==> config.mk <==
export PLATFORM = sky130hd
export DESIGN_NAME = mod_chain_counter
export DESIGN_NICKNAME = d
export VERILOG_FILES = /design/src/rtl/mod_chain_counter.sv
export SDC_FILE = /design/constraint.sdc
export NUM_CORES = 1
export LEC_CHECK = 0
export CAP_MARGIN = 15
export CORE_AREA = 3 3 66 68
export DETAILED_ROUTE_END_ITERATION = 10
export DIE_AREA = 0 0 69 71
export GPL_TIMING_DRIVEN = 0
export PLACE_DENSITY = 0.84
export REMOVE_ABC_BUFFERS = 1
export SYNTH_ARGS = -nofsm -noshare
export SYNTH_HDL_FRONTEND = slang
export SYNTH_SLANG_ARGS = --single-unit
==> constraint.sdc <==
create_clock -name clk -period 3.9 [get_ports clk]
set_input_delay 0.39 -clock clk [delete_from_list [all_inputs] [get_ports clk]]
set_output_delay 0.39 -clock clk [all_outputs]
set_load 0.01 [all_outputs]
==> src/rtl/mod_chain_counter.sv <==
// -----------------------------------------------------------------------------
// mod_chain_counter
//
// Cascade of NUM_STAGES modulo counters, stage 0 least significant. Each stage
// wraps at its own modulus and carries (up) or borrows (down) into the next
// stage. The whole ripple resolves in a single cycle. Also supports a
// synchronous saturating load and a single-stage adjust that steps one stage
// without carry or borrow (used when setting the clock).
//
// Default configuration is the digital-clock time base: 3 stages, moduli
// 24:60:60 (stage2:stage1:stage0 = hh:mm:ss), en driven by the 1 Hz tick.
//
// Parameters
//   NUM_STAGES  number of cascaded stages (1..8)
//   W           bits per stage count field
//   MODS        stage k modulus = MODS[32k+:32]; 2 <= MOD <= 2^W
//   SELW        width of adj_sel; 2^SELW >= NUM_STAGES
//
// Ports
//   clk         in   rising-edge clock
//   reset       in   asynchronous, active-high reset
//   en          in   count tick, one step per cycle while high
//   up_down     in   1 = count up, 0 = count down
//   load        in   synchronous load strobe
//   load_data   in   load value, stage k at [W*k+:W]
//   adj_stb     in   single-stage adjust strobe
//   adj_sel     in   stage index to adjust
//   adj_dir     in   1 = +1, 0 = -1 on the adjusted stage
//   count       out  registered stage values, stage k at [W*k+:W]
//   stage_tick  out  registered, bit k high one cycle when stage k stepped
//   wrap        out  registered, high one cycle when the whole chain wrapped
//
// Priority each cycle: reset > load > adj_stb > en; at most one action.
// -----------------------------------------------------------------------------
module mod_chain_counter #(
    parameter int unsigned                    NUM_STAGES = 3,
    parameter int unsigned                    W          = 6,
    parameter logic [NUM_STAGES*32-1:0]       MODS       = {32'd24, 32'd60, 32'd60},
    parameter int unsigned                    SELW       = 2
) (
    input  logic                    clk,
    input  logic                    reset,
    input  logic                    en,
    input  logic                    up_down,
    input  logic                    load,
    input  logic [NUM_STAGES*W-1:0] load_data,
    input  logic                    adj_stb,
    input  logic [SELW-1:0]         adj_sel,
    input  logic                    adj_dir,
    output logic [NUM_STAGES*W-1:0] count,
    output logic [NUM_STAGES-1:0]   stage_tick,
    output logic                    wrap
);

    localparam logic [W-1:0] ONE = W'(1);

    // -------------------------------------------------------------------------
    // Elaboration-time parameter checks
    // -------------------------------------------------------------------------
    generate
        if ((64'd1 << SELW) < 64'(NUM_STAGES)) begin : g_bad_selw
            $error("mod_chain_counter: 2^SELW (%0d) < NUM_STAGES (%0d)",
                   (1 << SELW), NUM_STAGES);
        end
        for (genvar g = 0; g < NUM_STAGES; g++) begin : g_chk
            if (MODS[32*g +: 32] < 32'd2) begin : g_bad_min
                $error("mod_chain_counter: stage %0d modulus %0d < 2",
                       g, MODS[32*g +: 32]);
            end
            if ({32'd0, MODS[32*g +: 32]} > (64'd1 << W)) begin : g_bad_max
                $error("mod_chain_counter: stage %0d modulus %0d > 2^W",
                       g, MODS[32*g +: 32]);
            end
        end
    endgenerate

    // -------------------------------------------------------------------------
    // State
    // -------------------------------------------------------------------------
    logic [NUM_STAGES*W-1:0] r_count;
    logic [NUM_STAGES-1:0]   r_stage_tick;
    logic                    r_wrap;
    // Low from reset until one clock after its release: actions start on the
    // second edge after release, so a reset that drops close to an edge never
    // produces a partial first update.
    logic                    r_run;

    // -------------------------------------------------------------------------
    // Per-stage views
    // -------------------------------------------------------------------------
    logic [W-1:0]            w_max  [NUM_STAGES];
    logic [W-1:0]            w_cur  [NUM_STAGES];
    logic [NUM_STAGES-1:0]   w_term;

    generate
        for (genvar g = 0; g < NUM_STAGES; g++) begin : g_stage
            assign w_max[g]  = W'(MODS[32*g +: 32] - 32'd1);
            assign w_cur[g]  = r_count[W*g +: W];
            // Terminal value depends on the counting direction of this cycle.
            assign w_term[g] = up_down ? (w_cur[g] == w_max[g]) : (w_cur[g] == '0);
        end
    endgenerate

    // One modulo step of a single stage in the given direction.
    function automatic logic [W-1:0] f_step(input logic [W-1:0] cur,
                                            input logic [W-1:0] max,
                                            input logic         dir);
        if (dir) begin
            return (cur == max) ? '0 : cur + ONE;
        end else begin
            return (cur == '0) ? max : cur - ONE;
        end
    endfunction

    // -------------------------------------------------------------------------
    // Next-state logic
    // -------------------------------------------------------------------------
    logic [NUM_STAGES*W-1:0] w_count_nxt;
    logic [NUM_STAGES-1:0]   w_tick_nxt;
    logic                    w_wrap_nxt;
    logic                    w_carry;

    always_comb begin
        w_count_nxt = r_count;
        w_tick_nxt  = '0;
        w_wrap_nxt  = 1'b0;
        w_carry     = 1'b0;

        if (r_run) begin
            if (load) begin
                // Out-of-range fields saturate to MOD-1 so every stage stays valid.
                for (int unsigned k = 0; k < NUM_STAGES; k++) begin
                    w_count_nxt[W*k +: W] = (load_data[W*k +: W] > w_max[k]) ?
                                            w_max[k] : load_data[W*k +: W];
                end
            end else if (adj_stb) begin
                // An out-of-range adj_sel matches no stage: nothing changes.
                for (int unsigned k = 0; k < NUM_STAGES; k++) begin
                    if (SELW'(k) == adj_sel) begin
                        w_count_nxt[W*k +: W] = f_step(w_cur[k], w_max[k], adj_dir);
                        w_tick_nxt[k]         = 1'b1;
                    end
                end
            end else if (en) begin
                // Carry ripples combinationally; w_carry after the last stage
                // is step(top) && top terminal, i.e. the chain wrap.
                w_carry = 1'b1;
                for (int unsigned k = 0; k < NUM_STAGES; k++) begin
                    if (w_carry) begin
                        w_count_nxt[W*k +: W] = f_step(w_cur[k], w_max[k], up_down);
                        w_tick_nxt[k]         = 1'b1;
                    end
                    w_carry = w_carry & w_term[k];
                end
                w_wrap_nxt = w_carry;
            end
        end
    end

    // -------------------------------------------------------------------------
    // Registers
    // -------------------------------------------------------------------------
    always_ff @(posedge clk or posedge reset) begin
        if (reset) begin
            r_run        <= 1'b0;
            r_count      <= '0;
            r_stage_tick <= '0;
            r_wrap       <= 1'b0;
        end else begin
            r_run        <= 1'b1;
            r_count      <= w_count_nxt;
            r_stage_tick <= w_tick_nxt;
            r_wrap       <= w_wrap_nxt;
        end
    end

    assign count      = r_count;
    assign stage_tick = r_stage_tick;
    assign wrap       = r_wrap;

endmodule
Word level (Yosys, flattened, before mapping)
Index checks and enable logic that the tools add are counted.

cells by class
  add/sub/neg operators = 6
  $lt $le $gt $ge = 3
  equality and inequality tests = 8
  mux-type cells = 39
  bitwise operators = 2
  reductions and logical operators = 10

operators with widths
  operator             count
  $mux 6               20
  $mux 18              3
  $add 6x1->6 const B  3
  $logic_not 6->1      3
  $sub 6x1->6 const B  3
  $eq 6x6->1 const B   2
  $gt 6x6->1 const B   2
  $mux 1               12
  $mux 3               4
  $ne 3x2->1 const B   3
  $reduce_bool 3->1    3
  $reduce_and 4->1     2
  $eq 6x5->1 const B   1
  $gt 6x5->1 const B   1
  $reduce_and 3->1     1
  $and 1x1->1          2
  $eq 1x2->1 const A   1
  $eq 2x2->1 const A   1
  $logic_not 2->1      1

word-level totals
  flip-flop bits (word level) = 23
  output and inout port bits = 22

Logic depth before layout (Yosys ltp)
  depth after elaboration = 8
  gate-level depth with buffers = 9

Worst setup path before layout
Ideal clock, no wire load.

  path kind = register to register
  from = register r_count[7], in the netlist count[7]
  to = register r_count[16], in the netlist count[16]
  setup time = 0.104 ns
  arrival time = 2.043 ns
  slack = 1.754 ns
  stages on the path, launching flop included = 7
  path buffers = 1
  period minus slack after synthesis = 2.146 ns
  cell sequence = dfrtp_1 -> ha_1 -> nand2b_1 -> or4_4 -> a31o_1 -> buf_6 -> o41ai_2

between the ends
  word-level cells in the longest chain between the ends = 5
  elaborated cells on any way between the ends = 6
  those cells by class = eq/ne (1); mux (1); bitwise (1); reduce/logical (3)

RTL lines
  item                                           RTL line  RTL
  start, declared                                80        logic [NUM_STAGES*W-1:0] r_count;
  start signal, assigned                         171       r_count <= w_count_nxt;
  $eq 6x6->1 or $logic_not 6->1 (tied branches)  100       assign w_term[g] = up_down ? (w_cur[g] == w_max[g]) : (w_cur[g] == '0);
  $mux 1 *                                       100
  $and 1x1->1 *                                  153       w_carry = w_carry & w_term[k];
  $reduce_bool 3->1 (no source line) *           n/a
  $reduce_and 4->1 (no source line) *            n/a

Every way passes the cells marked *; elsewhere a longest branch is shown, timed or not.
A chain may end at the register's enable or synchronous reset.

Worst setup path after layout
  from = input port load
  to = register r_count[15], in the netlist count[15]

between the ends
  word-level cells in the longest chain between the ends = 2
  elaborated cells on any way between the ends = 5
  those cells by class = eq/ne (1); mux (1); reduce/logical (3)

RTL lines
  item                                                              RTL line  RTL
  start, declared                                                   45        input logic load,
  $ne 3x2->1 (no source line) or $reduce_bool 3->1 (tied branches)  n/a
  $reduce_and 4->1 (no source line)                                 n/a

Parallel ways exist; a longest one is shown, timed or not.

==> key figures <==
Power
  – Worst VDD drop: 0.238 mV
  – Reg power frac: between 30% and 40%
  – Switching pwr: 0.000442 W
  – Comb power frac: ~46%
  – Pint: 0.000604 W
  – Leakage power: around 0.98 nW
  – Power per cell area: 410 nW/um^2
  – Switching Share: 42.3%
  – Clock share of power: 15.1%

Clock network
  – CTS hold repair buffers: 0
  – CTS resizes: 0
  – Max Root-Sink Buffers: 2
  – Max H-tree Level: 1
  – CTS Root Cell: clkbuf_8
  – Sink Count: 23
  – Post-CTS setup buffers: 0
  – Clock-pin slew on the worst setup and hold paths: 0.09 ns
  – CTS tree: yes
  – Insertion delay to the later sink of the worst-skew pair: 0.27 ns
  – CTS buffer count: 3

Finish
  – Nets@finish: approximately 340
  – Share of layout cells above drive strength 1: under 10%
  – Antenna diodes: 0
  – Final Util: about two thirds
  – Multi-input gate area in the final layout: 1340 sq um
  – Storage element area: 576 sq um
  – Fillers: 353
  – P&R area growth vs syn: 24.5%

Timing
  – Fin Setup TNS: 0 ns
  – Final hold vios: 0
  – Tmin final: 2.96 ns
  – Final Skew: 0.00658 ns
  – Worst Tran Pin Value: 1.13 ns
  – Fin. max-slew vios: 0
  – Worst relative slew slack: 24.5%
  – Max Fclk: 0.338 GHz
  – RSZ-0062 raised after global routing: false
  – Final period utilization: 75.8%
  – Final Setup Violations: 0

Logic synthesis
  – Yosys reg bits: 23
  – Synth area leader: dfrtp_1
  – Mean area per synthesized cell: around 7.7 sq um
  – Post-synth EDFFs: 0
  – Area contributors post-synth: dfrtp_1, o21ai_0, nand2_1, ha_1, a21oi_1
  – Synth cell types: 59
  – Synth cell count leaders: nand2_1, dfrtp_1, o21ai_0, nor2_1, a21oi_1
  – Ys Warns: 0
  – Count leader, synth: nand2_1
  – Mapped Area: 2050 sq um
  – Async SR Flop Fraction: 100%
  – Synth top area share: between 20% and 30%
  – Post-synth top flop: dfrtp_1
  – Syn Inst Count: 268
  – Sequential area share after synthesis: 28.0%

Worst setup path
  – Critical Path Start Type: input port
  – CP endpoint kind: register
  – Worst EP arrival: ~3.1 ns
  – Crit-path max FO: 30
  – Worst endpoint required time: 4.05 ns
  – Kind of critical path: input port to register

Route
  – # DRC: 0
  – Post-route antenna net violation count: 0
  – Via count: 2200
  – DR vias/cell: 6.27
  – Number of DRC violations after detailed-routing iteration 0: 272
  – Total Wirelength: approximately 5500 um
  – DRT Pass-1 Iters: 5
  – WL/cell: 15.7 um

Global route
  – First-pass GRT wire length: about 9700 um
  – Total gr overflow: 0
  – Pin count of the biggest net entering global routing: 31
  – Initial antenna violation count: 0
  – Vias in the first global route: 2067
  – Total GRT Usage: 23.7%

Status
  – Status: finished clean

Die
  – Initial Util: 52.4%
  – Core Area: 3910 sq um
  – Chip height: approximately 71 um
  – Site Rows: 23
  – Full die area: approximately 5000 sq um
  – Die Wd: 69 um
  – Ports: 49

Run
  – Max Cap Violations: 0

Place
  – PortBufs: 48
  – Gpl congestion: 0.926
  – Hpwl dp: 3970 um

Worst hold path
  – Hold Crit Class: input port to asynchronous set/reset pin
==> final timing paths <==
check | startpoint | slack [ns] | depth (start not counted) | end
max in group asynchronous | reset | 2.74 | 2 | count[11]
hold / removal | reset | 0.60 | 2 | count[12]
hold reg to reg | count[12] | 0.61 | 2 | count[12]
setup reg to reg | count[0] | 1.49 | 5 | count[17]
min in group clk | count[12] | 0.61 | 2 | count[12]
setup / recovery | load | 0.94 | 6 | count[15]
==> area by class of cell <==
cell class                      instances  area share [%]
Multi-Input combinational cell        212            52.3
Clock buffer                            4            1.76
Sequential cell                        23            22.5
Tap cell                               50            2.45
Timing Repair Buffer                   49            19.1
Inverter                               13            1.91
==> layer usage <==
| layer | global-route usage (%) | wire [um] | up-vias |
|---|---|---|---|
| li1 | - | - | 1075 |
| met5 | 0 | 0 | - |
| met2 | 36.9 | 2510 | 101 |
| met1 | 33.2 | 2570 | 1016 |
| met3 | 4.69 | 362 | 8 |
| met4 | 8.03 | 56 | 0 |
==> flip-flops by register name, indices dropped and copies added, names as in the netlist <==
signal / flops
wrap: 1
r_run: 1
count: 18
stage_tick: 3
==> through the flow <==
stage | setup slack [ns] | instances | power (W) | hold WS [ns] | area (sq um)
after floorplan | 1.72 | 248 | 0.000677 | 0.392 | 1960
after global placement | 0.700 | 346 | 0.000871 | 0.588 | 2500
after detailed placement | 0.676 | 346 | 0.000884 | 0.590 | 2500
after CTS | 0.970 | 350 | 0.00104 | 0.611 | 2550
after global routing | 0.722 | 351 | 0.00113 | 0.630 | 2550
final | 0.943 | 351 | 0.00105 | 0.601 | 2550
==> cells by family after synthesis <==
family,count (synthesis),synth area share (%)
simple gates,105,26.8
compound gates,89,29.1
buf+inv,33,6.89
flops,23,28.0
fa+ha+maj,7,4.27
xor+xnor,5,2.13
mux,5,2.62
other cells,1,0.183
==> layout by cell type, fill, tap and decap left out, types with 6 or more instances in the layout <==
cell type,synthesis,layout
nor3_1,10,10
dfrtp_1,23,23
nand2_1,26,26
ha_1,7,7
a211oi_1,7,7
nor4_1,8,8
o21ai_0,22,22
nor2_1,20,20
inv_1,12,12
nor2b_1,6,6
clkdlybuf4s50_1,0,48
nand3_1,11,11
o22ai_1,6,6
a31oi_1,9,9
a21oi_1,15,15
==> power groups by stage <==
| stage | clock network (W) | logic, W | registers (W) |
|---|---|---|---|
| finish | 0.000158 | 0.000483 | 0.000406 |
| global route | 0.000171 | 0.000538 | 0.000420 |
| CTS | 0.000162 | 0.000480 | 0.000402 |
| detailed placement | 0 | 0.000478 | 0.000406 |
| global placement | 0 | 0.000468 | 0.000404 |
| floorplan | 0 | 0.000276 | 0.000401 |
==> worst max-delay path, stage by stage <==
cell	delay, ns
clkdlybuf4s50_1	1.22
clkinv_1	0.59
nand2_1	0.37
a21oi_1	0.12
a221oi_1	0.30
o22ai_1	0.12
(Power assumes the default switching activity.)
